--- src/rtl/neuron_layer_array.sv ---
// neuron_layer_array
//   A layer of NUM_NEURONS leaky integrate-and-fire neurons. All neurons share
//   one threshold and one control bus. The layer provides indexed membrane
//   writes, hard or soft reset after a spike, a shift-based leak, per-neuron
//   refractory counters, per-neuron surrogate FIFOs and a saturating per-sample
//   spike counter.
//
// Ports
//   clk, reset_n               clock, asynchronous active-low reset
//   threshold_i                signed threshold shared by every neuron
//   membrane_update_i/_addr_i  membrane write data and target neuron
//   membrane_update_valid_i    write strobe
//   post_spiking_now_i         fire step for all neurons in parallel
//   training_state_i           capture membrane_past on a fire step
//   this_sample_done_i         last fire step of the sample; clears membranes
//   surrogate_compute_time_i   load surrogate_ref_i where membrane_past >= threshold
//   surrogate_ref_i            surrogate code to load
//   surrogate_read_finish_i    shift every surrogate FIFO by one stage
//   membrane_rd_addr_i         membrane readout select
//   membrane_o                 membrane of the selected neuron (combinational)
//   post_spike_o               registered spike vector, bit n = neuron n
//   surrogate_o                FIFO tail per neuron, neuron n at [n*W +: W]
//   spike_count_o              saturating count of spikes in the current sample
//
// Handshake: membrane_update_valid_i is a single-cycle strobe with no
// backpressure. The write is accepted on any clock edge where valid is high,
// post_spiking_now_i is low and the address names an existing neuron. A write
// that coincides with a fire step is dropped, not deferred.
module neuron_layer_array #(
  parameter int NUM_NEURONS         = 8,
  parameter int BIT_WIDTH_MEMBRANE  = 17,
  parameter int BIT_WIDTH_SURROGATE = 3,
  parameter int DEPTH_SURROGATE_BOX = 2,
  parameter int LEAK_SHIFT          = 1,
  parameter int RESET_MODE          = 0,
  parameter int REFRACTORY_STEPS    = 0,
  parameter int BIT_WIDTH_SPIKE_CNT = 8,
  localparam int AW = (NUM_NEURONS > 1) ? $clog2(NUM_NEURONS) : 1
) (
  input  logic                                          clk,
  input  logic                                          reset_n,
  input  logic signed [BIT_WIDTH_MEMBRANE-1:0]          threshold_i,
  input  logic signed [BIT_WIDTH_MEMBRANE-1:0]          membrane_update_i,
  input  logic [AW-1:0]                                 membrane_update_addr_i,
  input  logic                                          membrane_update_valid_i,
  input  logic                                          post_spiking_now_i,
  input  logic                                          training_state_i,
  input  logic                                          this_sample_done_i,
  input  logic                                          surrogate_compute_time_i,
  input  logic [BIT_WIDTH_SURROGATE-1:0]                surrogate_ref_i,
  input  logic                                          surrogate_read_finish_i,
  input  logic [AW-1:0]                                 membrane_rd_addr_i,
  output logic signed [BIT_WIDTH_MEMBRANE-1:0]          membrane_o,
  output logic [NUM_NEURONS-1:0]                        post_spike_o,
  output logic [NUM_NEURONS*BIT_WIDTH_SURROGATE-1:0]    surrogate_o,
  output logic [BIT_WIDTH_SPIKE_CNT-1:0]                spike_count_o
);

  localparam int MW = BIT_WIDTH_MEMBRANE;
  localparam int SW = BIT_WIDTH_SURROGATE;
  localparam int D  = DEPTH_SURROGATE_BOX;
  localparam int CW = BIT_WIDTH_SPIKE_CNT;
  localparam int RW = (REFRACTORY_STEPS > 0) ? $clog2(REFRACTORY_STEPS + 1) : 1;
  localparam int PW = $clog2(NUM_NEURONS + 1);
  localparam logic signed [MW-1:0] M_MAX = {1'b0, {(MW-1){1'b1}}};
  localparam logic signed [MW-1:0] M_MIN = {1'b1, {(MW-1){1'b0}}};

  logic signed [MW-1:0] membrane      [NUM_NEURONS];
  logic signed [MW-1:0] membrane_past [NUM_NEURONS];
  logic [RW-1:0]        refr          [NUM_NEURONS];
  logic [SW-1:0]        fifo          [NUM_NEURONS][D];

  logic [NUM_NEURONS-1:0] cmp, cmp_past, spike;
  logic signed [MW:0]     diff     [NUM_NEURONS];
  logic signed [MW-1:0]   soft_val [NUM_NEURONS];
  logic [PW-1:0]          pop;
  logic [CW:0]            count_sum;

  always_comb begin
    pop = '0;
    for (int n = 0; n < NUM_NEURONS; n++) begin
      cmp[n]      = membrane[n] >= threshold_i;
      cmp_past[n] = membrane_past[n] >= threshold_i;
      spike[n]    = cmp[n] && (refr[n] == '0);
      // Soft reset: subtract one bit wider, then clamp if the result left the signed range.
      diff[n] = {membrane[n][MW-1], membrane[n]} - {threshold_i[MW-1], threshold_i};
      if (diff[n][MW] != diff[n][MW-1]) soft_val[n] = diff[n][MW] ? M_MIN : M_MAX;
      else                              soft_val[n] = diff[n][MW-1:0];
      pop = pop + PW'(spike[n]);
    end
    count_sum = {1'b0, spike_count_o} + (CW+1)'(pop);
  end

  // Membranes, refractory counters, spike vector and spike counter.
  always_ff @(posedge clk or negedge reset_n) begin
    if (!reset_n) begin
      for (int n = 0; n < NUM_NEURONS; n++) begin
        membrane[n]      <= '0;
        membrane_past[n] <= '0;
        refr[n]          <= '0;
      end
      post_spike_o  <= '0;
      spike_count_o <= '0;
    end else if (post_spiking_now_i) begin
      for (int n = 0; n < NUM_NEURONS; n++) begin
        if (training_state_i) membrane_past[n] <= membrane[n];
        if (this_sample_done_i) begin
          membrane[n] <= '0;
          refr[n]     <= '0;
        end else if (spike[n]) begin
          membrane[n] <= (RESET_MODE == 1) ? soft_val[n] : '0;
          refr[n]     <= RW'(REFRACTORY_STEPS);
        end else begin
          membrane[n] <= membrane[n] >>> LEAK_SHIFT;
          if (refr[n] != '0) refr[n] <= refr[n] - RW'(1);
        end
      end
      post_spike_o  <= spike;
      spike_count_o <= this_sample_done_i ? '0
                     : (count_sum[CW] ? '1 : count_sum[CW-1:0]);
    end else if (membrane_update_valid_i) begin
      // Addresses beyond the last neuron match no index and are ignored.
      for (int n = 0; n < NUM_NEURONS; n++) begin
        if (membrane_update_addr_i == AW'(n)) membrane[n] <= membrane_update_i;
      end
    end
  end

  // Surrogate FIFOs: stage 0 is the head and stage D-1 is the visible tail.
  always_ff @(posedge clk or negedge reset_n) begin
    if (!reset_n) begin
      for (int n = 0; n < NUM_NEURONS; n++)
        for (int k = 0; k < D; k++) fifo[n][k] <= '0;
    end else begin
      for (int n = 0; n < NUM_NEURONS; n++) begin
        if (surrogate_read_finish_i) begin
          fifo[n][0] <= '0;
          for (int k = 1; k < D; k++) fifo[n][k] <= fifo[n][k-1];
        end else if (surrogate_compute_time_i && cmp_past[n]) begin
          fifo[n][0] <= surrogate_ref_i;
        end
      end
    end
  end

  always_comb begin
    membrane_o = '0;
    for (int n = 0; n < NUM_NEURONS; n++) begin
      surrogate_o[n*SW +: SW] = fifo[n][D-1];
      if (membrane_rd_addr_i == AW'(n)) membrane_o = membrane[n];
    end
  end

endmodule

--- config.mk ---
export PLATFORM = sky130hd
export DESIGN_NAME = neuron_layer_array
export DESIGN_NICKNAME = d
export VERILOG_FILES = /design/src/rtl/neuron_layer_array.sv
export SDC_FILE = /design/constraint.sdc
export NUM_CORES = 1
export LEC_CHECK = 0
export CORE_ASPECT_RATIO = 1.4
export CORE_UTILIZATION = 30
export DETAILED_ROUTE_END_ITERATION = 10
export GPL_TIMING_DRIVEN = 0
export SYNTH_ARGS = -nofsm -noshare
export SYNTH_HDL_FRONTEND = slang
export SYNTH_SLANG_ARGS = --single-unit
export TNS_END_PERCENT = 10
--- constraint.sdc ---
create_clock -name clk -period 4.8 [get_ports clk]
set_clock_uncertainty 0.15 [all_clocks]
set_input_delay 0.96 -clock clk [delete_from_list [all_inputs] [get_ports clk]]
set_output_delay 0.96 -clock clk [all_outputs]
set_load 0.03 [all_outputs]
==> flow_summary.json, run 1 <==
{
  "cap_violations": 0,
  "synth_cell_types": 76,
  "antenna_found_initial": 4,
  "failed_checks": "setup timing",
  "root_buffer": "clkbuf_16",
  "cts_tree": "built",
  "layout-drive-gt1-share_pct": 17.6,
  "die_x_um": 227,
  "grt_overflow_total": 0,
  "numCtsBuffers": 39,
  "netlist.area_leader.share_pct": 39.7,
  "hold_path.class": "in2async",
  "synth_warnings": 0,
  "num-fill-cells": 6906,
  "synth-simple-area-share_pct": 10.9,
  "utilization_pct": 37.4,
  "vdd_drop_max_mv": 0.308,
  "drt_pass1_iterations": 7,
  "avgSynthCellArea_um2": 9.98,
  "wl_per_cell_um": 25.4,
  "synth_top_family_by_area": "compound AO/OA/AOI/OAI gates",
  "p_int_mw": 6.72,
  "drv_slew": 0,
  "fin_cells": 3293,
  "synth_seq_cells": 336,
  "powerDensity_nw_per_um2": 395,
  "grt_max_degree": 123,
  "multi_input_area_um2": 12100,
  "synthTopCellsByArea": "dfrtp_1 (40%), ha_1 (16%), mux2_2 (5.5%), o21ai_0 (3.8%), nand2_1 (3.1%)",
  "required_ns": 5.11,
  "cts_max_level": 2,
  "grt_pass1_wl_um": 122000,
  "async_flop_share_pct": 100,
  "synth_compound_gate_area_share_pct": 19.1,
  "critPathMaxFanout": 5,
  "synth_fa_ha_area_share_pct": 16.9,
  "clock-sinks": 336,
  "worst_pin_slew_ns": 1.24,
  "pwr-share-seq_pct": 36.4,
  "clock_latency_ns": 0.58,
  "setup_violations": 8,
  "rsz0062_at_grt": "yes",
  "criticalPathCategory": "in2reg",
  "final_cell_mix": "dfrtp_1 (336), ha_1 (260), nand2_1 (172)",
  "syn_inst": 2123,
  "pwr-share-comb_pct": 31.0,
  "synth.largest_area_cell": "dfrtp_1",
  "drtIter0Drc": 1536,
  "path_clk_slew_ns": 0.05,
  "reg2regPathDepth": 20,
  "postLayoutSetupSlackWorst_ns": -0.614,
  "place.gp.congestion": 0.997,
  "areaGrowthSynthToFinish_pct": 22.5,
  "io_pins": 108,
  "nets": 2667,
  "cts_buffer_depth": 3,
  "die_area_um2": 71700,
  "vias": 18500,
  "synth_xor_area_share_pct": 0.0826,
  "swShare_pct": 34.6,
  "io_buffers": 103,
  "hpwl_um": 58200,
  "fp.dieH_um": 317,
  "post-route-period-util_pct": 113,
  "critPathArrivalTime_ns": 5.72,
  "p_switching_mw": 3.55,
  "syn_nets": 2457,
  "final_hold_viol_count": 0,
  "power.leakage_nw": 12.2,
  "rows": 114,
  "grt_usage_pct": 23.4,
  "synthMuxAreaShare_pct": 8.12,
  "seq_area_um2": 8410,
  "ant_nets": 0,
  "period_minus_slack_ns": 5.41,
  "worstSetupStartpointType": "input pin",
  "placed_cell_area_um2": 23600,
  "first_global_vias": 18600,
  "fmax_mhz": 185,
  "final_common_cell": "dfrtp_1",
  "routed_wl_um": 83500,
  "crit_path_end_kind": "flop",
  "synth-seq-area-share_pct": 39.7,
  "routed_via_density": 5.60,
  "status": "finished, violations left",
  "placed_cells": 3157,
  "clockPowerShare_pct": 32.6,
  "max-slew-margin-rel_pct": 17.2,
  "final_area_um2": 26000,
  "drc": 0,
  "synth-main-ff-cell": "dfrtp_1",
  "core_um2": 69500,
  "holdBufCountCts": 0,
  "start_util_pct": 30.5,
  "synth-edff-count": 0,
  "synth_area_um2": 21200
}
[Yosys cell counts (10+ instances only)]
library cell	instances
a211oi_1	10
mux2_2	103
nand2_1	175
buf_4	26
clkbuf_2	15
a22o_1	22
ha_1	278
o221ai_1	41
a21o_1	48
o31ai_1	19
buf_1	13
clkbuf_1	72
nor2_1	149
nor3_1	10
nand2b_1	52
inv_1	121
a221o_1	43
nor2b_1	20
dfrtp_1	336
o211ai_1	29
a31oi_1	18
mux2i_1	38
o21ai_0	160
a21oi_1	125
nand3_1	35
nand4_1	35
[critical path: stages]
cell        delay [ns]
buf_6             0.08
clkinvlp_4        0.17
ha_1              0.38
a21oi_2           0.17
o21ai_2           0.09
a221oi_4          0.34
a2bb2oi_4         0.21
o21ai_4           0.12
fa_1              0.53
inv_2             0.04
fa_1              0.47
fa_1              0.56
fa_2              0.23
inv_2             0.04
fa_2              0.33
a21o_1            0.17
a21oi_2           0.16
nor2b_2           0.06
nand4_1           0.22
a21oi_1           0.12
mux2_4            0.26
[power by group through the flow]
stage | Combinational, mW | Sequential (mW) | Clock [mW]
6_report | 3.19 | 3.74 | 3.34
3_5_place_dp | 2.95 | 3.77 | 0
5_1_grt | 3.50 | 3.78 | 3.49
3_3_place_gp | 2.83 | 3.76 | 0
2_1_floorplan | 1.93 | 3.63 | 0
4_1_cts | 3.15 | 3.72 | 3.38
[logic make-up after synthesis]
| logic type | after synthesis |
|---|---|
| flops | 336 |
| xor+xnor | 2 |
| fa+ha+maj | 283 |
| simple gates | 504 |
| mux | 149 |
| buf+inv | 257 |
| compound gates | 592 |
[per-stage QoR]
step	hold slack, ns	total power, mW	setup slack (ns)	TNS [ns]
after global routing	0.335	10.8	-0.748	-5.39
after floorplan	0.300	5.56	-0.967	-7.10
final	0.255	10.3	-0.614	-4.32
after global placement	0.321	6.58	-12.22	-4121.66
after CTS	0.314	10.2	-0.520	-3.80
after detailed placement	0.324	6.71	-2.88	-32.77
[routing by layer]
metal / global-route usage [%] / wire (µm) / vias to the layer above
li1: - / - / 8215
met1: 28.0 / 32600 / 9179
met2: 37.8 / 38300 / 815
met3: 4.59 / 6190 / 246
met4: 16.0 / 6350 / 2
met5: 0 / 13 / -
[registers in the layout (all words and copies together), names as in the netlist]
name and flops:
membrane_past 136, spike_count_o 8, surrogate_o 24, post_spike_o 8, membrane 136, fifo 24
[layout make-up]
type / instances / share of cell area (%)
Timing Repair Buffer: 169 / 6.57
Tap cell: 928 / 4.47
Multi-Input combinational cell: 1530 / 46.5
Antenna cell: 1 / 0.00963
Clock inverter: 16 / 1.05
Inverter: 121 / 1.98
Buffer: 136 / 2.59
Sequential cell: 336 / 32.4
Clock buffer: 56 / 4.43
[what timing repair did]
| action | in CTS | in global routing |
|---|---|---|
| gates cloned | 0 | 0 |
| pin swaps | 39 | 5 |
| buffers inserted | 61 | 2 |
| endpoints found under the setup margin | 25 | 18 |
| resized for setup | 149 | 25 |
[worst paths after layout]
check,from,endpoint,slack (ns)
min,reset_n,surrogate_o[16],0.25
max in group asynchronous,reset_n,membrane_past[105],3.09
min reg2reg,membrane_past[32],membrane_past[32],0.33
max,threshold_i[10],spike_count_o[0],-0.61
max reg2reg,membrane[121],spike_count_o[0],-0.49
min in group clk,membrane_past[32],membrane_past[32],0.33
Power figures use the tool's default switching activity.
==> run 2: changes to the inputs <==
--- a/config.mk
+++ b/config.mk
@@ -7,8 +7,10 @@
 export LEC_CHECK = 0
 export CORE_ASPECT_RATIO = 1.4
 export CORE_UTILIZATION = 30
+export CTS_CLUSTER_SIZE = 14
 export DETAILED_ROUTE_END_ITERATION = 10
 export GPL_TIMING_DRIVEN = 0
+export SETUP_SLACK_MARGIN = 0.2
 export SYNTH_ARGS = -nofsm -noshare
 export SYNTH_HDL_FRONTEND = slang
 export SYNTH_SLANG_ARGS = --single-unit
==> run 2 against run 1 <==
Net effect: the flow still finishes with violations (setup timing); clock-buffer cell count unchanged; sequential power about the same; non-clock buffer count fell by 2; register-to-register slack hardly changed; via count fell by 0.26%; total power barely moved; cell count is essentially flat; global-route usage barely moved; worst setup slack better by 0.011 ns; wire length rose by 0.11%; flip-flop and latch count is the same; hold slack improved by 0.0019 ns; largest cell class unchanged; highest routed layer unchanged.
==> flow_summary.json, run 2 (synthesized netlist as in run 1, its figures left out) <==
{
  "status": "finished, violations left",
  "failed_checks": "setup timing",
  "top_regs": "membrane x136, membrane_past x136",
  "fin_cells": 3292,
  "final_hold_viol_count": 0,
  "root_buffer": "clkbuf_16",
  "antenna_found_initial": 3,
  "fmax_mhz": 185,
  "vias": 18400,
  "power.leakage_nw": 12.0,
  "pwr-share-seq_pct": 36.4,
  "grt_max_degree": 123,
  "ant_nets": 0,
  "swShare_pct": 34.6,
  "drt_pass1_iterations": 8,
  "clock_latency_ns": 0.58,
  "final_common_cell": "dfrtp_1",
  "first_global_vias": 18600,
  "die_area_um2": 71700,
  "hpwl_um": 58200,
  "crit_buf_inv": 7,
  "vdd_drop_max_mv": 0.328,
  "nets": 2665,
  "drtIter0Drc": 1283,
  "grt_use_met1_pct": 28.0,
  "grt_usage_pct": 23.4,
  "crit_path_end_kind": "flop",
  "fp.dieH_um": 317,
  "placed_cells": 3157,
  "critPathSlowestCell": "fa_1",
  "routed_via_density": 5.59,
  "p_int_mw": 6.71,
  "cts_buffer_depth": 3,
  "r2r_start": "membrane[121]",
  "criticalPathCategory": "in2reg",
  "reg2regPathDepth": 20,
  "cts_tree": "built",
  "layout-drive-gt1-share_pct": 17.6,
  "p_switching_mw": 3.55,
  "start_util_pct": 30.5,
  "cpPeakStageDelay_ns": 0.53,
  "cp_top_family": "adder cells",
  "postLayoutSetupSlackWorst_ns": -0.603,
  "clock-sinks": 336,
  "path_cells": "buf_6, clkinvlp_4, buf_6, ha_4, a21o_1, a21o_1, a21o_1, a211oi_4, buf_6, inv_2, fa_1, inv_2, fa_1, fa_1, fa_2, inv_2, fa_2, a21o_1, a21oi_2, nor2b_2, nand4_1, a21oi_1, mux2_4",
  "pwr-share-comb_pct": 31.0,
  "worstSetupStartpointType": "input pin",
  "critPathArrivalTime_ns": 5.71,
  "grt-busiest-layer": "met2",
  "cts_max_level": 2,
  "cap_violations": 0,
  "wl_per_cell_um": 25.4,
  "reg2reg_to": "spike_count_o[0]",
  "final_cell_mix": "dfrtp_1 (336), ha_1 (260), nand2_1 (172)",
  "grt_pass1_wl_um": 122000,
  "use_met2_pct": 37.9,
  "post-route-period-util_pct": 113,
  "worst_pin_slew_ns": 1.25,
  "io_pins": 108,
  "drc": 0,
  "routed_wl_um": 83600,
  "max-slew-margin-rel_pct": 16.0,
  "drv_slew": 0,
  "use_met3_pct": 4.66,
  "areaGrowthSynthToFinish_pct": 22.5,
  "rsz0062_at_grt": "yes",
  "rrSetupSlack_ns": -0.49,
  "setup_violations": 8,
  "period_minus_slack_ns": 5.40,
  "clockPowerShare_pct": 32.5,
  "core_um2": 69500,
  "path_common_cell": "a21o_1",
  "die_x_um": 227,
  "rows": 114,
  "grt_overflow_total": 0,
  "critPathMaxFanout": 5,
  "placed_cell_area_um2": 23600,
  "powerDensity_nw_per_um2": 395,
  "hold_path.class": "in2async",
  "io_buffers": 103,
  "required_ns": 5.11,
  "path_clk_slew_ns": 0.05,
  "numCtsBuffers": 39,
  "final_area_um2": 26000,
  "place.gp.congestion": 0.997
}
==> run 2: cell types whose count changed in the layout (fill, tap and decap cells not counted) <==
cell	change
clkdlybuf4s15_2	+1
clkbuf_1	-1
dlymetal6s2s_1	-7
buf_2	-1
clkdlybuf4s50_1	+7
buf_6	+1
clkbuf_2	+1
buf_4	-3
diode_2	+1
==> run 2: final cells by class <==
type,count,area (µm²)
Sequential cell,336,8410
Tap cell,928,1160
Antenna cell,2,5.00
Fill cell,6903,43500
Clock buffer,56,1150
Inverter,121,514
Multi-Input combinational cell,1530,12100
Buffer,136,677
Clock inverter,16,274
Timing Repair Buffer,167,1680
==> run 2: through the flow <==
step / power, mW / TNS (ns) / hold WS [ns] / worst slack (ns) / util [%]
floorplan: 5.56 / -7.10 / 0.300 / -0.967 / -
global placement: 6.58 / -4121.66 / 0.321 / -12.22 / 33.8
detailed placement: 6.71 / -32.77 / 0.324 / -2.88 / 33.9
CTS: 10.3 / -3.63 / 0.314 / -0.520 / 37.4
global route: 10.8 / -5.34 / 0.335 / -0.743 / 37.4
finish: 10.3 / -4.23 / 0.257 / -0.603 / 37.4
==> run 2: power groups by stage <==
stage | logic [mW] | registers (mW) | clock network, mW
after floorplan | 1.93 | 3.63 | 0
after global placement | 2.83 | 3.76 | 0
after detailed placement | 2.95 | 3.77 | 0
after CTS | 3.15 | 3.72 | 3.38
after global routing | 3.50 | 3.78 | 3.49
final | 3.18 | 3.74 | 3.34
==> run 2: repair_timing <==
action / CTS / global route
pin swaps: 39 / 3
setup endpoints to repair: 25 / 15
hold buffers: 0 / 0
buffers inserted: 61 / 0
resized for setup: 152 / 17
gates cloned: 0 / 0
==> run 2: layer usage <==
| layer | part of all wire (%) | routed length, µm |
|---|---|---|
| met5 | 0.0096 | 8 |
| met4 | 7.7 | 6420 |
| met3 | 7.2 | 6040 |
| met2 | 46 | 38400 |
| met1 | 39 | 32800 |
==> run 2: worst max path at each step <==
stage | from | to | slack (ns) | cells past startpoint
5_1_grt | threshold_i[10] | spike_count_o[1] | -0.74 | 21
3_3_place_gp | reset_n | membrane_past[11] | -12.22 | 1
4_1_cts | threshold_i[2] | spike_count_o[0] | -0.52 | 22
3_5_place_dp | threshold_i[0] | spike_count_o[5] | -2.88 | 20
2_1_floorplan | threshold_i[2] | spike_count_o[0] | -0.97 | 20
6_report | threshold_i[10] | spike_count_o[0] | -0.60 | 23
==> run 3: changes to the inputs <==
==> constraint.sdc (replaced) <==
create_clock -name clk -period 4.8 [get_ports clk]
set_clock_uncertainty 0.15 [all_clocks]
set_input_delay 0.96 -clock clk [delete_from_list [all_inputs] [get_ports clk]]
set_output_delay 0.96 -clock clk [all_outputs]
set_load 0.005 [all_outputs]
==> run 3 against run 2 <==
Net effect: the flow still finishes with violations (setup timing); core utilization increased by 0.27 points; clock power is essentially flat; design area increased by 0.72%; critical path depth decreased by 1.
==> flow_summary.json, run 3 (synthesized netlist as in run 1, its figures left out) <==
{
  "routed_via_density": 5.60,
  "required_ns": 5.11,
  "critPathMaxFanout": 5,
  "layout-drive-gt1-share_pct": 18.6,
  "grt_max_degree": 118,
  "drt_pass1_iterations": 7,
  "fmax_mhz": 189,
  "place.gp.congestion": 1.01,
  "num-fill-cells": 6804,
  "ant_nets": 0,
  "status": "finished, violations left",
  "path_clk_slew_ns": 0.07,
  "tns_ns": -3.50,
  "post-route-period-util_pct": 110,
  "cap_violations": 0,
  "hold_path.class": "in2async",
  "rsz0062_at_grt": "yes",
  "clock-sinks": 336,
  "cts_buffer_depth": 3,
  "io_buffers": 103,
  "final_common_cell": "dfrtp_1",
  "p_total_mw": 10.2,
  "numCtsBuffers": 39,
  "critPathArrivalTime_ns": 5.61,
  "fp.dieH_um": 317,
  "drc": 0,
  "final_hold_viol_count": 0,
  "worstSetupStartpointType": "input pin",
  "final_cell_mix": "dfrtp_1 (336), ha_1 (254), nand2_1 (171)",
  "period_minus_slack_ns": 5.30,
  "cts_tree": "built",
  "die_x_um": 227,
  "failed_checks": "setup timing",
  "holdBufCountCts": 0,
  "seq_area_um2": 8410,
  "die_area_um2": 71700,
  "vias": 18500,
  "criticalPathCategory": "in2reg",
  "power.leakage_nw": 12.1,
  "first_global_vias": 18800,
  "drv_slew": 0,
  "crit_path_end_kind": "flop",
  "powerDensity_nw_per_um2": 389,
  "core_um2": 69500,
  "root_buffer": "clkbuf_16",
  "io_pins": 108,
  "hpwl_um": 58300,
  "postLayoutSetupSlackWorst_ns": -0.499,
  "grt_overflow_total": 0,
  "rows": 114,
  "worst_pin_slew_ns": 1.26,
  "nets": 2674,
  "start_util_pct": 30.5,
  "max-slew-margin-rel_pct": 16.3,
  "setup_violations": 8,
  "clock_latency_ns": 0.57,
  "vdd_drop_max_mv": 0.351,
  "cts_max_level": 2,
  "wl_per_cell_um": 25.7,
  "routed_wl_um": 85000,
  "multi_input_area_um2": 12200,
  "areaGrowthSynthToFinish_pct": 23.3,
  "top_regs": "membrane x136, membrane_past x136",
  "antenna_found_initial": 2,
  "drtIter0Drc": 1405,
  "grt_pass1_wl_um": 123000,
  "grt_usage_pct": 23.7
}
-- run 3: changes by cell type in the layout (fill, tap and decap cells not counted), sizes merged --
cell           previous run  this run
buf                     123       132
clkbuf                  147       142
clkdlybuf4s15             5         3
clkdlybuf4s50            77        83
clkinv                    7        13
clkinvlp                 16        17
diode                     2         1
dlygate4sd2               4         0
dlymetal6s2s              3         1
-- run 3: critical path: stages --
cell        delay, ns
buf_6            0.08
clkinvlp_4       0.12
buf_12           0.15
ha_4             0.24
a21oi_2          0.15
o21ai_2          0.11
a221oi_4         0.33
a2bb2oi_4        0.21
o21ai_4          0.12
fa_1             0.56
inv_2            0.04
fa_1             0.46
fa_1             0.54
fa_2             0.22
inv_2            0.04
fa_2             0.33
a21o_1           0.17
a21oi_2          0.15
nor2b_2          0.06
nand4_1          0.20
a21oi_1          0.11
mux2_2           0.27
-- run 3: power by group --
| part | leakage (nW) | total, mW | internal (mW) | switching, mW |
|---|---|---|---|---|
| clock network | 0.702 | 3.35 | 2.01 | 1.34 |
| registers | 4.36 | 3.74 | 3.26 | 0.480 |
| logic | 7.00 | 3.08 | 1.44 | 1.64 |
| total | 12.1 | 10.2 | 6.71 | 3.46 |
-- run 3: final timing paths --
| path | slack [ns] | start | end | cells after the start |
|---|---|---|---|---|
| worst max-delay path | -0.50 | threshold_i[12] | spike_count_o[0] | 22 |
| worst min-delay path | 0.08 | reset_n | surrogate_o[15] | 1 |
| worst max register to register | -0.32 | membrane[129] | spike_count_o[0] | 20 |
| worst min register to register | 0.33 | membrane_past[34] | membrane_past[34] | 2 |
| max in group asynchronous | 3.06 | reset_n | membrane_past[9] | 3 |
| min in group clk | 0.33 | membrane_past[34] | membrane_past[34] | 2 |
-- run 3: timing repair --
item,in CTS,in global routing
pin swaps,40,32
hold endpoints to repair,0,0
setup buffers,65,5
gates resized for setup,143,44
endpoints found under the setup margin,25,17
-- run 3: layer usage --
metal / track usage (%) / wire length, µm / up-vias
met4: 16.6 / 6470 / 2
li1: - / - / 8222
met5: 0 / 12 / -
met1: 27.8 / 32400 / 9201
met2: 39.5 / 40400 / 797
met3: 3.87 / 5660 / 269
-- run 3: through the flow --
step	cell area [µm²]	cells	hold WS, ns	setup slack (ns)	util [%]
after floorplan	21300	2123	0.300	-0.963	-
after global placement	23500	3154	0.313	-12.05	33.8
after detailed placement	23600	3157	0.321	-2.81	33.9
after CTS	25900	3294	0.0532	-0.600	37.4
after global routing	26100	3299	0.0769	-0.674	37.6
final	26100	3300	0.0770	-0.499	37.6
-- run 3: area by class of cell --
cell class | count | area share [%]
diodes | 1 | 0.00957
plain buffers | 136 | 2.59
well taps | 928 | 4.44
multi-input cells | 1530 | 46.6
clock buffers | 49 | 4.19
inverters | 121 | 1.98
flip-flops and latches | 336 | 32.2
repair buffers | 176 | 6.74
clock inverters | 23 | 1.25
